File: src/rtl/regfile_access_ctrl_pkg.sv
// Shared types and constants for the register-file access controller and its
// read-tag pipeline.
package riscv_rf_pkg;

    localparam int unsigned REG_IDX_W = $clog2(32);
    localparam int unsigned REG_X0    = 0;

    typedef enum logic [2:0] {
        IDLE,
        WRITE,
        ISSUE_RS1,
        ISSUE_RS2,
        DRAIN,
        HOLD
    } rf_ctrl_state_t;

    // which: 0 = read belongs to rs1, 1 = read belongs to rs2
    typedef struct packed {
        logic valid;
        logic which;
    } rd_tag_t;

endpackage

File: src/rtl/regfile_access_ctrl_if.sv
// Bundle of the decode, writeback, operand and register-file request signals.
// master = the access controller, slave = its surroundings.
interface regfile_access_ctrl_if #(
    parameter int unsigned WIDTH = 32
);
    localparam int unsigned SEL_W = $clog2(WIDTH);

    logic             req_valid;
    logic             req_ready;
    logic [SEL_W-1:0] req_rs1;
    logic [SEL_W-1:0] req_rs2;
    logic             req_use_rs1;
    logic             req_use_rs2;

    logic             opnd_valid;
    logic             opnd_ready;
    logic [WIDTH-1:0] opnd_rs1_val;
    logic [WIDTH-1:0] opnd_rs2_val;

    logic             wb_valid;
    logic             wb_ready;
    logic [SEL_W-1:0] wb_rd;
    logic [WIDTH-1:0] wb_data;

    logic             rf_r_enable;
    logic             rf_w_enable;
    logic [SEL_W-1:0] rf_r_select;
    logic [SEL_W-1:0] rf_w_select;
    logic [WIDTH-1:0] rf_w_val;
    logic [WIDTH-1:0] rf_r_out;

    modport master (
        input  req_valid, req_rs1, req_rs2, req_use_rs1, req_use_rs2,
        output req_ready,
        output opnd_valid, opnd_rs1_val, opnd_rs2_val,
        input  opnd_ready,
        input  wb_valid, wb_rd, wb_data,
        output wb_ready,
        output rf_r_enable, rf_w_enable, rf_r_select, rf_w_select, rf_w_val,
        input  rf_r_out
    );

    modport slave (
        output req_valid, req_rs1, req_rs2, req_use_rs1, req_use_rs2,
        input  req_ready,
        input  opnd_valid, opnd_rs1_val, opnd_rs2_val,
        output opnd_ready,
        output wb_valid, wb_rd, wb_data,
        input  wb_ready,
        input  rf_r_enable, rf_w_enable, rf_r_select, rf_w_select, rf_w_val,
        output rf_r_out
    );

endinterface

File: src/rtl/regfile_access_ctrl_tag_pipe.sv
// RD_LATENCY-deep shift register of read tags; the output stage lines up with
// the cycle the register file presents the matching read data.
module rf_rd_tag_pipe
    import riscv_rf_pkg::*;
#(
    parameter int unsigned RD_LATENCY = 2
) (
    input  logic    clk,
    input  logic    rst_n,
    input  rd_tag_t i_tag,
    output rd_tag_t o_tag
);

    rd_tag_t [RD_LATENCY-1:0] r_stage;

    if (RD_LATENCY == 1) begin : g_single
        always_ff @(posedge clk or negedge rst_n) begin
            if (!rst_n) begin
                r_stage <= '0;
            end else begin
                r_stage[0] <= i_tag;
            end
        end
    end else begin : g_shift
        always_ff @(posedge clk or negedge rst_n) begin
            if (!rst_n) begin
                r_stage <= '0;
            end else begin
                r_stage <= {r_stage[RD_LATENCY-2:0], i_tag};
            end
        end
    end

    assign o_tag = r_stage[RD_LATENCY-1];

endmodule

File: src/rtl/regfile_access_ctrl.sv
// Register-file access controller: serialises writebacks and operand fetches
// onto a single-ported register file with a fixed read latency.
module regfile_access_ctrl
    import riscv_rf_pkg::*;
#(
    parameter int unsigned WIDTH      = 32,
    parameter int unsigned RD_LATENCY = 2
) (
    input logic                   clk,
    input logic                   rst_n,
    regfile_access_ctrl_if.master bus
);

    localparam int unsigned      SEL_W  = $clog2(WIDTH);
    localparam logic [SEL_W-1:0] SEL_X0 = SEL_W'(REG_X0);

    rf_ctrl_state_t   r_state;
    rf_ctrl_state_t   w_next;

    logic [SEL_W-1:0] r_rs2;
    logic             r_need_rs2;
    logic [WIDTH-1:0] r_opnd_rs1;
    logic [WIDTH-1:0] r_opnd_rs2;

    logic             r_rf_r_enable;
    logic             r_rf_w_enable;
    logic [SEL_W-1:0] r_rf_r_select;
    logic [SEL_W-1:0] r_rf_w_select;
    logic [WIDTH-1:0] r_rf_w_val;

    logic             w_rf_r_enable;
    logic             w_rf_w_enable;
    logic [SEL_W-1:0] w_rf_r_select;
    logic [SEL_W-1:0] w_rf_w_select;
    logic [WIDTH-1:0] w_rf_w_val;

    logic             w_rs1_used;
    logic             w_rs2_used;
    logic             w_req_acc;
    logic             w_wb_ready;
    logic             w_req_ready;
    logic             w_opnd_valid;
    logic             w_last_captured;

    rd_tag_t          w_tag_push;
    rd_tag_t          w_tag_out;

    assign w_rs1_used = bus.req_use_rs1 && (bus.req_rs1 != SEL_X0);
    assign w_rs2_used = bus.req_use_rs2 && (bus.req_rs2 != SEL_X0);
    assign w_req_acc  = (r_state == IDLE) && bus.req_valid && !bus.wb_valid;

    // rs1 is always issued before rs2, so the final capture is the rs2 tag
    // whenever rs2 was read, otherwise the rs1 tag.
    assign w_last_captured = w_tag_out.valid && (w_tag_out.which == r_need_rs2);

    always_comb begin
        w_tag_push       = '0;
        w_tag_push.valid = r_rf_r_enable;
        w_tag_push.which = (r_state == ISSUE_RS2);
    end

    rf_rd_tag_pipe #(
        .RD_LATENCY(RD_LATENCY)
    ) u_tag_pipe (
        .clk   (clk),
        .rst_n (rst_n),
        .i_tag (w_tag_push),
        .o_tag (w_tag_out)
    );

    always_ff @(posedge clk or negedge rst_n) begin
        if (!rst_n) begin
            r_state <= IDLE;
        end else begin
            r_state <= w_next;
        end
    end

    always_comb begin
        w_next = r_state;
        case (r_state)
            IDLE: begin
                if (bus.wb_valid) begin
                    w_next = WRITE;
                end else if (bus.req_valid) begin
                    if (w_rs1_used) begin
                        w_next = ISSUE_RS1;
                    end else if (w_rs2_used) begin
                        w_next = ISSUE_RS2;
                    end else begin
                        w_next = HOLD;
                    end
                end
            end
            WRITE:     w_next = IDLE;
            ISSUE_RS1: w_next = r_need_rs2 ? ISSUE_RS2 : DRAIN;
            ISSUE_RS2: w_next = DRAIN;
            DRAIN:     if (w_last_captured) w_next = HOLD;
            HOLD:      if (bus.opnd_ready) w_next = IDLE;
            default:   w_next = IDLE;
        endcase
    end

    // Register-file request fields are derived from the state being entered
    // so they can be registered and line up with that state's cycle.
    always_comb begin
        w_wb_ready    = rst_n && (r_state == IDLE);
        w_req_ready   = w_wb_ready && !bus.wb_valid;
        w_opnd_valid  = (r_state == HOLD);
        w_rf_r_enable = 1'b0;
        w_rf_r_select = '0;
        w_rf_w_enable = 1'b0;
        w_rf_w_select = '0;
        w_rf_w_val    = '0;
        case (w_next)
            WRITE: begin
                if (bus.wb_rd != SEL_X0) begin
                    w_rf_w_enable = 1'b1;
                    w_rf_w_select = bus.wb_rd;
                    w_rf_w_val    = bus.wb_data;
                end
            end
            ISSUE_RS1: begin
                w_rf_r_enable = 1'b1;
                w_rf_r_select = bus.req_rs1;
            end
            ISSUE_RS2: begin
                w_rf_r_enable = 1'b1;
                w_rf_r_select = (r_state == IDLE) ? bus.req_rs2 : r_rs2;
            end
            default: ;
        endcase
    end

    always_ff @(posedge clk or negedge rst_n) begin
        if (!rst_n) begin
            r_rf_r_enable <= 1'b0;
            r_rf_w_enable <= 1'b0;
            r_rf_r_select <= '0;
            r_rf_w_select <= '0;
            r_rf_w_val    <= '0;
            r_rs2         <= '0;
            r_need_rs2    <= 1'b0;
            r_opnd_rs1    <= '0;
            r_opnd_rs2    <= '0;
        end else begin
            r_rf_r_enable <= w_rf_r_enable;
            r_rf_w_enable <= w_rf_w_enable;
            r_rf_r_select <= w_rf_r_select;
            r_rf_w_select <= w_rf_w_select;
            r_rf_w_val    <= w_rf_w_val;
            if (w_req_acc) begin
                r_rs2      <= bus.req_rs2;
                r_need_rs2 <= w_rs2_used;
                r_opnd_rs1 <= '0;
                r_opnd_rs2 <= '0;
            end else if (w_tag_out.valid) begin
                if (w_tag_out.which) begin
                    r_opnd_rs2 <= bus.rf_r_out;
                end else begin
                    r_opnd_rs1 <= bus.rf_r_out;
                end
            end
        end
    end

    assign bus.req_ready    = w_req_ready;
    assign bus.wb_ready     = w_wb_ready;
    assign bus.opnd_valid   = w_opnd_valid;
    assign bus.opnd_rs1_val = r_opnd_rs1;
    assign bus.opnd_rs2_val = r_opnd_rs2;
    assign bus.rf_r_enable  = r_rf_r_enable;
    assign bus.rf_w_enable  = r_rf_w_enable;
    assign bus.rf_r_select  = r_rf_r_select;
    assign bus.rf_w_select  = r_rf_w_select;
    assign bus.rf_w_val     = r_rf_w_val;

endmodule
File: src/flat_wrapper.sv
// flat-port wrapper written by rule: the top's interface ports become plain ports
module regfile_access_ctrl_flat import riscv_rf_pkg::*;
#(
    parameter int unsigned WIDTH      = 32,
    parameter int unsigned RD_LATENCY = 2
)
  (clk, rst_n, bus_req_valid, bus_req_rs1, bus_req_rs2, bus_req_use_rs1, bus_req_use_rs2, bus_req_ready, bus_opnd_valid, bus_opnd_rs1_val, bus_opnd_rs2_val, bus_opnd_ready, bus_wb_valid, bus_wb_rd, bus_wb_data, bus_wb_ready, bus_rf_r_enable, bus_rf_w_enable, bus_rf_r_select, bus_rf_w_select, bus_rf_w_val, bus_rf_r_out);
  regfile_access_ctrl_if #(.WIDTH(WIDTH)) bus_i ();
  input logic clk;
  input logic rst_n;
  input wire logic [$bits(bus_i.req_valid)-1:0] bus_req_valid;
  input wire logic [$bits(bus_i.req_rs1)-1:0] bus_req_rs1;
  input wire logic [$bits(bus_i.req_rs2)-1:0] bus_req_rs2;
  input wire logic [$bits(bus_i.req_use_rs1)-1:0] bus_req_use_rs1;
  input wire logic [$bits(bus_i.req_use_rs2)-1:0] bus_req_use_rs2;
  output wire logic [$bits(bus_i.req_ready)-1:0] bus_req_ready;
  output wire logic [$bits(bus_i.opnd_valid)-1:0] bus_opnd_valid;
  output wire logic [$bits(bus_i.opnd_rs1_val)-1:0] bus_opnd_rs1_val;
  output wire logic [$bits(bus_i.opnd_rs2_val)-1:0] bus_opnd_rs2_val;
  input wire logic [$bits(bus_i.opnd_ready)-1:0] bus_opnd_ready;
  input wire logic [$bits(bus_i.wb_valid)-1:0] bus_wb_valid;
  input wire logic [$bits(bus_i.wb_rd)-1:0] bus_wb_rd;
  input wire logic [$bits(bus_i.wb_data)-1:0] bus_wb_data;
  output wire logic [$bits(bus_i.wb_ready)-1:0] bus_wb_ready;
  output wire logic [$bits(bus_i.rf_r_enable)-1:0] bus_rf_r_enable;
  output wire logic [$bits(bus_i.rf_w_enable)-1:0] bus_rf_w_enable;
  output wire logic [$bits(bus_i.rf_r_select)-1:0] bus_rf_r_select;
  output wire logic [$bits(bus_i.rf_w_select)-1:0] bus_rf_w_select;
  output wire logic [$bits(bus_i.rf_w_val)-1:0] bus_rf_w_val;
  input wire logic [$bits(bus_i.rf_r_out)-1:0] bus_rf_r_out;
  assign bus_i.req_valid = bus_req_valid;
  assign bus_i.req_rs1 = bus_req_rs1;
  assign bus_i.req_rs2 = bus_req_rs2;
  assign bus_i.req_use_rs1 = bus_req_use_rs1;
  assign bus_i.req_use_rs2 = bus_req_use_rs2;
  assign bus_req_ready = bus_i.req_ready;
  assign bus_opnd_valid = bus_i.opnd_valid;
  assign bus_opnd_rs1_val = bus_i.opnd_rs1_val;
  assign bus_opnd_rs2_val = bus_i.opnd_rs2_val;
  assign bus_i.opnd_ready = bus_opnd_ready;
  assign bus_i.wb_valid = bus_wb_valid;
  assign bus_i.wb_rd = bus_wb_rd;
  assign bus_i.wb_data = bus_wb_data;
  assign bus_wb_ready = bus_i.wb_ready;
  assign bus_rf_r_enable = bus_i.rf_r_enable;
  assign bus_rf_w_enable = bus_i.rf_w_enable;
  assign bus_rf_r_select = bus_i.rf_r_select;
  assign bus_rf_w_select = bus_i.rf_w_select;
  assign bus_rf_w_val = bus_i.rf_w_val;
  assign bus_i.rf_r_out = bus_rf_r_out;
  regfile_access_ctrl #(.WIDTH(WIDTH), .RD_LATENCY(RD_LATENCY)) u_core (.clk(clk), .rst_n(rst_n), .bus(bus_i));
endmodule
File: config.mk
export PLATFORM = sky130hd
export DESIGN_NAME = regfile_access_ctrl_flat
export DESIGN_NICKNAME = d
export VERILOG_FILES = /design/src/rtl/regfile_access_ctrl_pkg.sv /design/src/rtl/regfile_access_ctrl_if.sv /design/src/rtl/regfile_access_ctrl_tag_pipe.sv /design/src/rtl/regfile_access_ctrl.sv /design/src/flat_wrapper.sv
export SDC_FILE = /design/constraint.sdc
export NUM_CORES = 1
export LEC_CHECK = 0
export ABC_CLOCK_PERIOD_IN_PS = 1700
export BUFFER_PORTS_ARGS = -buffer_cell sky130_fd_sc_hd__buf_2
export CORE_AREA = 4 4 110 112
export CTS_CLUSTER_SIZE = 12
export DETAILED_ROUTE_END_ITERATION = 10
export DIE_AREA = 0 0 114 116
export PLACE_DENSITY = 0.75
export SLEW_MARGIN = 30
export SYNTH_ARGS = -nofsm -noshare
export SYNTH_HDL_FRONTEND = slang
export SYNTH_SLANG_ARGS = --single-unit
File: constraint.sdc
create_clock -name clk -period 1.7 [get_ports clk]
set_clock_uncertainty 0.15 [all_clocks]
set_input_delay 0.17 -clock clk [delete_from_list [all_inputs] [get_ports clk]]
set_output_delay 0.17 -clock clk [all_outputs]
set_load 0.03 [all_outputs]
# Word level (Yosys, flattened, before mapping)
# Cells that the tools add are included.
# classes
addsub	0
mul	0
div	0
order_cmp	0
eq_ne	9
shift	0
muxes	23
bitwise	0
reduce_logical	17
# ops
operator	n
two-way mux 32 bit	8
two-way mux 3 bit	7
two-way mux 5 bit	3
case mux 3 bit (5 select lines)	1
nonzero test 5 bit	3
equality test 3 x 2 -> 1 bit, second input constant	4
case mux 5 bit (2 select lines)	1
logical AND 1 bit	7
equality test 3 bit, second input constant	2
AND reduction 2 bit	2
nonzero test 2 bit	2
equality test 3 x 1 -> 1 bit, second input constant	1
logical NOT 3 bit	1
two-way mux 1 bit	3
inequality test 2 x 1 -> 1 bit, second input constant	1
OR reduction 2 bit	1
equality test 1 bit	1
logical NOT 1 bit	1
# word_totals
register_bits	121
latch_bits	0
ramBits	0
rom_bits	0
input_bits	86
output_inout_bits	111
memories	0

# Depth between registers and ports, before layout
# Gate-level depths: netlist of the first run.
# depth
depth_word	10
ltp_mapped	7
mapped_depth_nobuf	5

# Hierarchy
# Synthesis of the first run repeated with hierarchy kept, for this count alone.
# hier_totals
hier_cells	499
hier_area_um2	4758.3
# by_module_without_submodules
mod	n_inst	cells_per_inst	area_per_inst_um2	seq_area_each_um2
regfile_access_ctrl	1	493	4643.2	2927.8
rf_rd_tag_pipe	1	6	115.1	100.1

# Worst setup path before layout of the first run
# OpenSTA, ideal clock, no wires.
# synth_timing
path_type	register -> register
from	register u_core.r_state[2]
to	register u_core.r_rf_r_select[1] (netlist: u_core.bus.rf_r_select[1])
setup_ps	66
arrival_time_ps	1649
t_required_ps	1484
slack_ps	-165
path_stages_with_launch	7
path_buffers	1
period_less_slack_ps	1865
cell_sequence	dfrtp_1 -> or3_1 -> buf_4 -> a211oi_2 -> a211oi_4 -> nor2_4 -> a22o_1
# synth_between
elab_chain_len	5
word_cells_on_any_way	14
cone_classes	eq/ne: 6; mux: 7; reduce/logical: 1
# synth_lines
item	line_no	rtl
from (decl)	regfile_access_ctrl.sv:17	rf_ctrl_state_t r_state;
from (signal assigned)	regfile_access_ctrl.sv:75	r_state <= w_next;
two-way mux 3 bit	regfile_access_ctrl.sv:85	end else if (bus.req_valid) begin
two-way mux 3 bit	regfile_access_ctrl.sv:83	if (bus.wb_valid) begin
case mux 3 bit (5 select lines)	regfile_access_ctrl.sv:81	case (r_state)
equality test 3 x 2 -> 1 bit	regfile_access_ctrl.sv:115	case (w_next)
case mux 5 bit (2 select lines) *	regfile_access_ctrl.sv:115	
net u_core.w_rf_r_select[1]	regfile_access_ctrl.sv:33	logic [SEL_W-1:0] w_rf_r_select;
to (signal assigned)	regfile_access_ctrl.sv:149	r_rf_r_select <= w_rf_r_select;
to (decl)	regfile_access_ctrl.sv:27	logic [SEL_W-1:0] r_rf_r_select;
# The timed path passes the listed nets; every way through them passes the cells marked *.
# A chain may end at the register's enable or synchronous reset.

# Final worst setup path of the first run
# layout_timing
from	register u_core.r_state[2]
to	register u_core.r_rf_w_val[11] (netlist: u_core.bus.rf_w_val[11])
# layout_between
elab_chain_len	5
word_cells_on_any_way	12
cone_classes	eq/ne: 5; mux: 6; reduce/logical: 1
# layout_lines
item	line_no	rtl
two-way mux 3 bit	regfile_access_ctrl.sv:85	
two-way mux 3 bit	regfile_access_ctrl.sv:83	
case mux 3 bit (5 select lines) *	regfile_access_ctrl.sv:81	
equality test 3 x 1 -> 1 bit *	regfile_access_ctrl.sv:115	
two-way mux 32 bit *	regfile_access_ctrl.sv:115	
net u_core.w_rf_w_val[11]	regfile_access_ctrl.sv:35	logic [WIDTH-1:0] w_rf_w_val;
to (signal assigned)	regfile_access_ctrl.sv:151	r_rf_w_val <= w_rf_w_val;
to (decl)	regfile_access_ctrl.sv:29	logic [WIDTH-1:0] r_rf_w_val;
# Marked as above.

==> metrics.cfg, run 1 <==
[run_status]
status = complete, but fails checks
violations = negative setup slack

[grt]
antenna_found_initial = 0
grtUsageTotal = 0.214
overflow = 0
grt_pass1_wl_mm = 22.2
grt_pass1_vias = 4695
grt_max_degree = 122

[power_and_ir_drop]
irDropWorstVdd_mv = 0.930
p_comb_frac = 0.420
power_density_nw_per_um2 = 1600
clock_power_share = 0.279
power_frac_seq = 0.302
switching_share = 0.367
p_leak_nw = 4.14
internal_power_w = 0.00836
p_sw_w = 0.00484

[floorplan]
dieWidth_um = 114
dieArea_um2 = 13200
io_pins = 197
core_region_area_um2 = 11200
start_util = 0.418
fp.dieH_um = 116
rows = 39

[route]
wl_per_cell_um = 17.3
final_antenna_net_count = 0
vias_per_cell = 5.01
drcViolationCount = 0
drtPass1Iterations = 4
routed_wl_mm = 16.0
drt_iter0_drc = 434
vias = 4640

[yosys]
ys_top_cells_by_area = dfrtp_1 (64%), nand2_1 (12%), a21oi_1 (7.1%), and2_1 (5.5%), buf_2 (1.3%)
async_flop_share = 1.00
synth_edf_count = 0
synthesis.area_um2 = 4690
synth_cells = 454
synth_cell_types = 32
yosysTopAreaCellShare = 0.645
yosysWarnings = 0
yosys_most_used_dff = dfrtp_1
synth_nets = 540
synth-seq-cells = 121
synth_top_area_cell = dfrtp_1
postSynthAreaPerCell_um2 = 10.3
synthMostInstantiatedCell = nand2_1
synth_seq_area_share = 0.645
synth_common_cells = nand2_1 (149), dfrtp_1 (121), a21oi_1 (67), and2_1 (41), clkbuf_1 (13)

[place]
port_buffers = 196
hpwl_mm = 8.69
placed_cells = 799
gp_congestion = 0.841

[clocking]
clkTransAtPathRegs_ns = 0.05
tritoncts = built
cts_root_buf = clkbuf_16
cts.sinks = 121
htreeDepth = 4
cts_made_buffers = 17
clock_latency_ns = 0.40
clk_path_buf_depth = 2

[timing]
fin_setup_tns_ns = -17.61
min_period_ns = 1.94
grt_setup_unrepaired = yes
max_slew_margin = 0.570
timing.fmax_mhz = 515
setup_viol_count_final = 105
maxSlewViolCount = 0
finalCritPeriodShare = 1.14
setup_ws_ns = -0.241
worst_slew_pin_slew_ns = 0.645
final_hold_viol_count = 0

[finish]
final_nets = 857
nFillCells = 705
drive_gt1_frac = 0.492
antenna_cells = 0
multi_input_area_um2 = 1950
seq_area_um2 = 3030
finalNonFillerCells = 926
syn_to_final_growth_pct = 75.3

[setup_path]
r2r_setup_slack_ns = -0.24
startpoint_type = flip-flop
required_ns = 1.89
r2r_start = u_core.r_state[2]$_DFF_PN0_
cp.arrival_ns = 2.14
cp_top_family = simple AND/OR/NAND/NOR gates
crit_fanout = 8
critPathCaptureType = flip-flop
crit_buf_inv = 3
slowest_stage = dfrtp_1
reg2reg_depth = 8
critPathKind = reg -> reg
path_cells = nor3_2 -> buf_4 -> o21ai_2 -> o221a_4 -> nor3_4 -> buf_12 -> clkbuf_16 -> and2_4
startpoint = u_core.r_state[2]$_DFF_PN0_
cp_num_cells = 8
cpPeakStageDelay_ns = 0.41

[worst_hold_path]
min-delay-start = bus_req_use_rs2
hold_class = in -> reg
worstHoldPathCells = 4

[job]
cap_violations = 0

## final cells by class
| type | instances | share of cell area |
|---|---|---|
| Sequential cell | 121 | 0.368 |
| Timing Repair Buffer | 324 | 0.298 |
| Multi-Input combinational cell | 303 | 0.237 |
| Clock buffer | 21 | 0.0547 |
| Tap cell | 143 | 0.0217 |
| Clock inverter | 10 | 0.0182 |
| Inverter | 4 | 0.00182 |
## tightest hold or removal path: cells and delay by family
kind | cells | cell delay [ns]
compound gates | 1 | 0.15
buf+inv | 1 | 0.10
simple gates | 2 | 0.12
## path summary, 6_finish.rpt
path / end
max in group asynchronous: u_core.r_state[0]$_DFF_PN0_
min in group asynchronous: u_core.bus.rf_r_select[0]$_DFF_PN0_
hold / removal: u_core.r_need_rs2$_DFFE_PN0P_
setup reg to reg: u_core.bus.rf_w_val[11]$_DFF_PN0_
setup / recovery: u_core.bus.rf_w_val[11]$_DFF_PN0_
hold reg to reg: u_core.u_tag_pipe.o_tag[1]$_DFF_PN0_
## state kept, by name (all words and copies together), names as in the netlist
signal	flops
u_core.r_state	3
u_core.bus.rf_r_enable	1
u_core.r_need_rs2	1
u_core.bus.rf_w_enable	1
u_core.bus.rf_r_select	5
u_core.bus.opnd_rs2_val	32
u_core.u_tag_pipe.r_stage	2
u_core.bus.rf_w_val	32
u_core.r_rs2	5
u_core.bus.rf_w_select	5
u_core.bus.opnd_rs1_val	32
u_core.u_tag_pipe.o_tag	2
## power by group through the flow
stage	Combinational, W	Sequential [W]	Clock (W)
after floorplan	0.00147	0.00523	0
after global placement	0.00408	0.00396	0
after detailed placement	0.00418	0.00399	0
after CTS	0.00442	0.00395	0.00374
after global routing	0.00587	0.00406	0.00388
final	0.00554	0.00398	0.00368
## repair_timing
| item | CTS | global route |
|---|---|---|
| pin swaps | 8 | 28 |
| gates resized for setup | 8 | 122 |
| gates cloned | 0 | 11 |
| buffers inserted | 3 | 6 |
| endpoints found under the setup margin | 111 | 119 |
| endpoints found under the hold margin | 232 | 0 |
| hold buffers | 80 | 0 |
## cells in the final DEF, fill, tap and decap left out, drive strengths merged, types with 5 or more instances in the layout
cell         count
and2            41
dfrtp          121
nand2          149
mux2i            5
nor2             8
clkinv           6
a22o             5
dlygate4sd3     80
clkbuf          29
buf            236
a21oi           67
## layer usage
layer | share of wire | up-vias | wire, µm | GRT usage
li1 | - | 2103 | - | -
met1 | 0.37 | 2274 | 5920 | 0.251
met2 | 0.52 | 245 | 8380 | 0.364
met3 | 0.094 | 18 | 1510 | 0.0789
met4 | 0.011 | 0 | 169 | 0.0768
met5 | 0 | - | 0 | 0
## logic make-up after synthesis
| logic type | after synthesis | synth area share |
|---|---|---|
| compound gates | 81 | 0.104 |
| simple gates | 217 | 0.213 |
| mux | 5 | 0.0107 |
| buf+inv | 30 | 0.0280 |
| flops | 121 | 0.645 |
## stage by stage
step | total power (W) | hold WS, ns | worst slack, ns | utilization | cell area, µm²
global route | 0.0138 | 0.0192 | -0.334 | 0.733 | 8230
global placement | 0.00804 | 0.173 | -0.236 | 0.542 | 6080
detailed placement | 0.00817 | 0.185 | -0.317 | 0.542 | 6080
finish | 0.0132 | 0.0272 | -0.241 | 0.733 | 8230
floorplan | 0.00671 | -0.276 | -0.0649 | - | 4740
CTS | 0.0121 | 0.000459 | -0.181 | 0.671 | 7530
(Power assumes the default switching activity.)
==> inputs of run 2 (changes only) <==
Settings changed: CELL_PAD_IN_SITES_DETAIL_PLACEMENT from default to 1, CELL_PAD_IN_SITES_GLOBAL_PLACEMENT from default to 1, CORE_AREA 4 4 110 112 to 4 4 127 129, DIE_AREA 0 0 114 116 to 0 0 131 133, PLACE_DENSITY 0.75 to default, PLACE_DENSITY_LB_ADDON from default to 0.1.
==> run 2 against run 1 <==
Against the previous run: worst setup slack got worse by 0.0038 ns; power decreased by 1.7%; the run still ends with negative setup slack left; global-route usage decreased by 2.4 points; sequential share of layout area increased by 0.81 points; sequential power about the same; first-iteration DRC count decreased by 65%; register-to-register slack about the same; combinational power decreased by 3%; via count decreased by 3.8%; highest routed layer unchanged; wire length increased by 5.3%; die area increased by 32%; critical path depth unchanged.
==> metrics.cfg, run 2 (synthesized netlist as in run 1, its figures left out) <==
[run_status]
status = complete, but fails checks
violations = negative setup slack

[finish]
final_nets = 865  ; +0.93%
final_common_cell = buf_2
syn_to_final_growth_pct = 71.7
antenna_cells = 0  ; unchanged
final_cell_mix = buf_2 (192), nand2_1 (146), dfrtp_1 (118), dlygate4sd3_1 (80), a21oi_1 (65)
nFillCells = 1676  ; +140%
design_area_um2 = 8060  ; -2.1%
drive_gt1_frac = 0.397  ; -0.0942

[clocking]
cts_root_buf = clkbuf_16
cts.sinks = 121  ; unchanged
clock_latency_ns = 0.40  ; about the same
clk_path_buf_depth = 2  ; unchanged
clkTransAtPathRegs_ns = 0.05  ; about the same
htreeDepth = 4  ; unchanged
tritoncts = built
cts_made_buffers = 17  ; unchanged

[place]
dp_slack_ns = -0.327  ; -0.00987 ns
gp_congestion = 0.756  ; -10%
dpl-instance-area_um2 = 6170  ; +1.4%
port_buffers = 196  ; unchanged
hpwl_mm = 10.1  ; +16%

[power_and_ir_drop]
power_density_nw_per_um2 = 1610  ; +0.41%
internal_power_w = 0.00825  ; -1.3%
total_power_w = 0.0130  ; -1.7%
p_comb_frac = 0.415  ; -0.005
switching_share = 0.365  ; -0.00217
clock_power_share = 0.278  ; about the same
p_leak_nw = 4.16  ; +0.29%
p_sw_w = 0.00473  ; -2.3%
irDropWorstVdd_mv = 0.773  ; -17%
power_frac_seq = 0.307  ; +0.005

[timing]
final_hold_viol_count = 0  ; unchanged
min_period_ns = 1.94  ; +0.00376 ns
hold_ws_ns = 0.0539  ; +0.0267 ns
setup_viol_count_final = 117  ; +11%
worst_slew_pin_slew_ns = 0.666  ; +0.0206 ns
grt_setup_unrepaired = yes
setup_ws_ns = -0.245  ; -0.00376 ns
fin_setup_tns_ns = -21.85  ; -4.24 ns
max_slew_margin = 0.556  ; -0.0137
timing.fmax_mhz = 514  ; -0.19%
finalCritPeriodShare = 1.14  ; +0.00221
maxSlewViolCount = 0  ; unchanged

[grt]
overflow = 0  ; unchanged
grt_pass1_wl_mm = 25.7  ; +16%
grtUsageTotal = 0.190  ; -0.0237
antenna_found_initial = 0  ; unchanged
grt_pass1_vias = 4873  ; +3.8%
grt_max_degree = 122  ; unchanged

[setup_path]
cp_top_family = simple AND/OR/NAND/NOR gates
slowest_stage = dfrtp_2
cpPeakStageDelay_ns = 0.44  ; +0.03 ns
critPathCaptureType = flip-flop
startpoint_type = flip-flop
crit_buf_inv = 3  ; unchanged
crit_fanout = 8  ; unchanged
crit_top_cell = buf_12
path_cells = and2b_2 -> a21oi_2 -> o221a_4 -> nor3_4 -> buf_12 -> buf_12 -> buf_16 -> and2_4
cp.arrival_ns = 2.14  ; about the same
critPathKind = reg -> reg
required_ns = 1.89  ; about the same

[route]
vias_per_cell = 4.57  ; -8.9%
drtPass1Iterations = 4  ; unchanged
final_antenna_net_count = 0  ; unchanged
drcViolationCount = 0  ; unchanged
wl_per_cell_um = 17.2  ; -0.29%
routed_wl_mm = 16.8  ; +5.3%
vias = 4465  ; -3.8%
drt_iter0_drc = 151  ; -65%

[job]
cap_violations = 0  ; unchanged

[floorplan]
dieWidth_um = 131  ; +15%
rows = 45  ; +15%
fp.dieH_um = 133  ; +15%
core_region_area_um2 = 15000  ; +34%
dieArea_um2 = 17400  ; +32%
io_pins = 197  ; unchanged
start_util = 0.312  ; -0.106

[worst_hold_path]
hold_class = in -> reg

-- run 2: cell type report --
| cell class | instances | area, µm² | share of cell area |
|---|---|---|---|
| Multi-Input combinational cell | 303 | 1630 | 0.203 |
| Clock buffer | 22 | 464 | 0.0576 |
| Clock inverter | 8 | 121 | 0.0151 |
| Tap cell | 188 | 235 | 0.0292 |
| Sequential cell | 121 | 3030 | 0.376 |
| Timing Repair Buffer | 332 | 2560 | 0.317 |
| Inverter | 4 | 15.0 | 0.00186 |
-- run 2: path summary, 6_finish.rpt --
path | startpoint | to | slack [ns] | cells after the start
min in group asynchronous | rst_n | u_core.bus.opnd_rs1_val[6]$_DFFE_PN0P_ | 0.29 | 3
min reg2reg | u_core.u_tag_pipe.r_stage[0]$_DFF_PN0_ | u_core.u_tag_pipe.o_tag[0]$_DFF_PN0_ | 0.19 | 0
max reg2reg | u_core.r_state[1]$_DFF_PN0_ | u_core.bus.rf_w_val[10]$_DFF_PN0_ | -0.24 | 8
max | u_core.r_state[1]$_DFF_PN0_ | u_core.bus.rf_w_val[10]$_DFF_PN0_ | -0.24 | 8
max in group asynchronous | rst_n | u_core.r_state[0]$_DFF_PN0_ | 0.57 | 3
min | bus_req_use_rs2 | u_core.r_need_rs2$_DFFE_PN0P_ | 0.05 | 4
-- run 2: worst min-delay path, stage by stage --
cell	delay (ns)
buf_2	0.10
o21a_2	0.16
nand2_2	0.09
nand2_2	0.04
-- run 2: metal layers --
metal | track usage | vias to the layer above | share of wire
met1 | 0.232 | 2164 | 0.41
met4 | 0.0560 | 0 | 0.014
met3 | 0.0622 | 19 | 0.066
met2 | 0.319 | 154 | 0.51
li1 | - | 2128 | -
met5 | 0 | - | 0
-- run 2: power groups by stage --
stage / Clock (W) / Combinational, W / Sequential (W)
final: 0.00360 / 0.00539 / 0.00399
after global routing: 0.00385 / 0.00579 / 0.00408
after CTS: 0.00370 / 0.00508 / 0.00397
after detailed placement: 0 / 0.00434 / 0.00400
after global placement: 0 / 0.00427 / 0.00397
after floorplan: 0 / 0.00147 / 0.00523
-- run 2: timing repair --
action                                  4_1_cts  5_1_grt
hold buffers                                 80        0
buffers inserted                             10        2
endpoints found under the setup margin      114      119
gates cloned                                  2        8
hold endpoints to repair                    232        0
pin swaps                                    12        7
gates resized for setup                      27       26
-- run 2: through the flow --
step,util,std cells
finish,0.536,978
global route,0.536,978
CTS,0.518,968
detailed placement,0.410,846
global placement,0.410,846
floorplan,-,454
==> inputs of run 3 (changes only) <==
Settings changed: ABC_AREA from default to 1.
==> run 3 against run 2 <==
Against the previous run: the run still ends with negative setup slack left; critical path depth rose by 4; worst hold slack got worse by 0.0071 ns; sequential share of layout area decreased by 1.8 points; via count up 7.2%; sequential cell count unchanged; cell area grew 4.9%; largest cell class unchanged; highest routed layer is now met5.
==> metrics.cfg, run 3 <==
[floorplan]
io_pins = 197  ; unchanged
rows = 45  ; unchanged
core_region_area_um2 = 15000  ; unchanged
start_util = 0.315  ; +0.00300
fp.dieH_um = 133  ; unchanged
dieWidth_um = 131  ; unchanged
dieArea_um2 = 17400  ; unchanged

[worst_hold_path]
worstHoldPathCells = 5  ; +1
hold_class = in -> reg
min-delay-start = bus_req_rs2[4]
whs_endpoint = u_core.bus.rf_r_select[4]$_DFF_PN0_

[power_and_ir_drop]
power_density_nw_per_um2 = 2020  ; +25%
irDropWorstVdd_mv = 0.801  ; +3.6%
p_leak_nw = 4.47  ; +7.6%

[yosys]
yosysTopAreaCellShare = 0.639  ; -0.00613
async_flop_share = 1.00  ; unchanged
synthesis.area_um2 = 4740  ; +0.96%
synth_edf_count = 0  ; unchanged
synth_nets = 577  ; +6.9%
yosysWarnings = 0  ; unchanged
synth_top_area_cell = dfrtp_1
synth_cells = 491  ; +8.1%
synth_cell_types = 19  ; -41%
synth-seq-cells = 121  ; unchanged
synth_seq_area_share = 0.639  ; -0.00613
postSynthAreaPerCell_um2 = 9.65  ; -6.6%
synth_common_cells = nand2_1 (168), dfrtp_1 (121), o21ai_1 (64), inv_1 (21), nor3_2 (21)
yosys_most_used_dff = dfrtp_1
synthMostInstantiatedCell = nand2_1
ys_top_cells_by_area = dfrtp_1 (64%), nand2_1 (13%), o21ai_1 (6.8%), nor3_2 (4.4%), nor3_1 (2.0%)

[route]
drtPass1Iterations = 4  ; unchanged
wl_met1_mm = 6.97  ; +1.0%
wl_met2_mm = 9.49  ; +11%
drt_iter0_drc = 155  ; +2.6%
final_antenna_net_count = 0  ; unchanged
highest_layer = met5
vias = 4785  ; +7.2%
wl_per_cell_um = 17.8  ; +3.2%
vias_per_cell = 4.72  ; +3.5%
drcViolationCount = 0  ; unchanged
wl_met3_mm = 1.25  ; +12%
routed_wl_mm = 18.0  ; +6.9%

[setup_path]
critPathCaptureType = flip-flop
cp.arrival_ns = 2.07  ; -0.07 ns
r2r_setup_slack_ns = -0.24  ; about the same
reg2reg_depth = 12  ; +4
startpoint_type = flip-flop
required_ns = 1.84  ; -0.05 ns
timing.rr.end = u_core.bus.opnd_rs1_val[29]$_DFFE_PN0P_
r2r_start = u_core.r_state[1]$_DFF_PN0_
critPathKind = reg -> reg
crit_fanout = 13  ; +5

[clocking]
clk_path_buf_depth = 2  ; unchanged
tritoncts = built
htreeDepth = 4  ; unchanged
clock_latency_ns = 0.41  ; about the same
cts.sinks = 121  ; unchanged
cts_root_buf = clkbuf_16
clkTransAtPathRegs_ns = 0.05  ; about the same
cts_made_buffers = 17  ; unchanged

[finish]
seq_area_um2 = 3030  ; -0.12%
nFillCells = 1669  ; -0.42%
final_cell_mix = buf_2 (192), nand2_1 (158), dfrtp_1 (121), dlygate4sd3_1 (81), o21ai_1 (56)
antenna_cells = 0  ; unchanged
design_area_um2 = 8450  ; +4.9%
drive_gt1_frac = 0.434  ; +0.0365
syn_to_final_growth_pct = 78.3
utilization = 0.562  ; +0.0261
final_common_cell = buf_2
multi_input_area_um2 = 1870  ; +14%
final_nets = 899  ; +3.9%

[timing]
maxSlewViolCount = 0  ; unchanged
grt_setup_unrepaired = yes
max_slew_margin = 0.503  ; -0.0532
fin_setup_tns_ns = -20.25  ; +1.59 ns
min_period_ns = 1.94  ; -0.00746 ns
worst_slew_pin_slew_ns = 0.746  ; +0.0797 ns
final_hold_viol_count = 0  ; unchanged
timing.fmax_mhz = 516  ; +0.39%
setup_viol_count_final = 116  ; -0.85%
finalCritPeriodShare = 1.14  ; -0.00439
setup_ws_ns = -0.237  ; +0.00746 ns

[job]
cap_violations = 0  ; unchanged

[grt]
grtUsageTotal = 0.195  ; +0.00422
grt_pass1_vias = 5148  ; +5.6%
grt_max_degree = 122  ; unchanged
antenna_found_initial = 1  ; +1
grt_pass1_wl_mm = 26.5  ; +3.2%
overflow = 0  ; unchanged

[run_status]
violations = negative setup slack
status = complete, but fails checks

[place]
dpl-instance-area_um2 = 6100  ; -1.2%
hpwl_mm = 10.3  ; +2.0%
port_buffers = 196  ; unchanged
gp_congestion = 0.742  ; -1.8%

## run 3: cell families after synthesis
logic type | share of synthesized area
flops | 0.639
compound gates | 0.0832
simple gates | 0.227
buf+inv | 0.0510
## run 3: through the flow
stage	instances	hold WS (ns)	setup WS, ns	power, W
final	1013	0.0468	-0.237	0.0170
after CTS	995	0.0346	-0.165	0.0159
after floorplan	491	-0.276	0.0300	0.00869
after global routing	1013	0.119	-0.335	0.0180
after detailed placement	869	0.189	-0.0883	0.0110
after global placement	869	0.187	-0.0229	0.0109
## run 3: where the power goes
| group | switching, W | internal (W) |
|---|---|---|
| sequential | 0.000552 | 0.00401 |
| clock | 0.00128 | 0.00244 |
| combinational | 0.00552 | 0.00323 |
| total | 0.00735 | 0.00969 |
## run 3: layout make-up
| cell class | instances | area share |
|---|---|---|
| clock buffers | 23 | 0.0577 |
| clock inverters | 8 | 0.0139 |
| inverters | 26 | 0.0139 |
| multi-input cells | 316 | 0.221 |
| flip-flops and latches | 121 | 0.358 |
| well taps | 188 | 0.0278 |
| repair buffers | 331 | 0.307 |
## run 3: how the worst max path moves through the flow
stage	to	cells past startpoint	from
after CTS	bus_req_ready	7	u_core.r_state[0]$_DFF_PN0_
after global placement	u_core.bus.rf_r_select[1]$_DFF_PN0_	9	u_core.r_need_rs2$_DFFE_PN0P_
after floorplan	u_core.bus.rf_w_val[11]$_DFF_PN0_	10	u_core.r_state[0]$_DFF_PN0_
after detailed placement	u_core.bus.rf_w_val[8]$_DFF_PN0_	9	bus_req_rs2[1]
after global routing	u_core.bus.opnd_rs1_val[8]$_DFFE_PN0P_	12	u_core.r_state[1]$_DFF_PN0_
final	u_core.bus.opnd_rs1_val[29]$_DFFE_PN0P_	12	u_core.r_state[1]$_DFF_PN0_
## run 3: layer usage
metal	track usage	vias up
li1	-	2248
met1	0.222	2366
met2	0.335	141
met3	0.0723	28
met4	0.0617	2
met5	0	-
## run 3: timing repair
action | 4_1_cts | 5_1_grt
setup endpoints to repair | 108 | 117
hold endpoints to repair | 233 | 0
buffers inserted | 10 | 11
pin swaps | 9 | 23
resized for setup | 45 | 79
gates cloned | 4 | 10
hold buffers | 81 | 0
## run 3: worst max-delay path, stage by stage (launching register included)
cell	delay [ns]
dfrtp_1	0.41
nor2_2	0.15
nand2_2	0.10
nor2_4	0.12
inv_2	0.06
buf_6	0.12
nor2_4	0.15
inv_4	0.08
nand2_4	0.10
inv_8	0.07
buf_12	0.15
nand2_1	0.06
o21ai_1	0.08
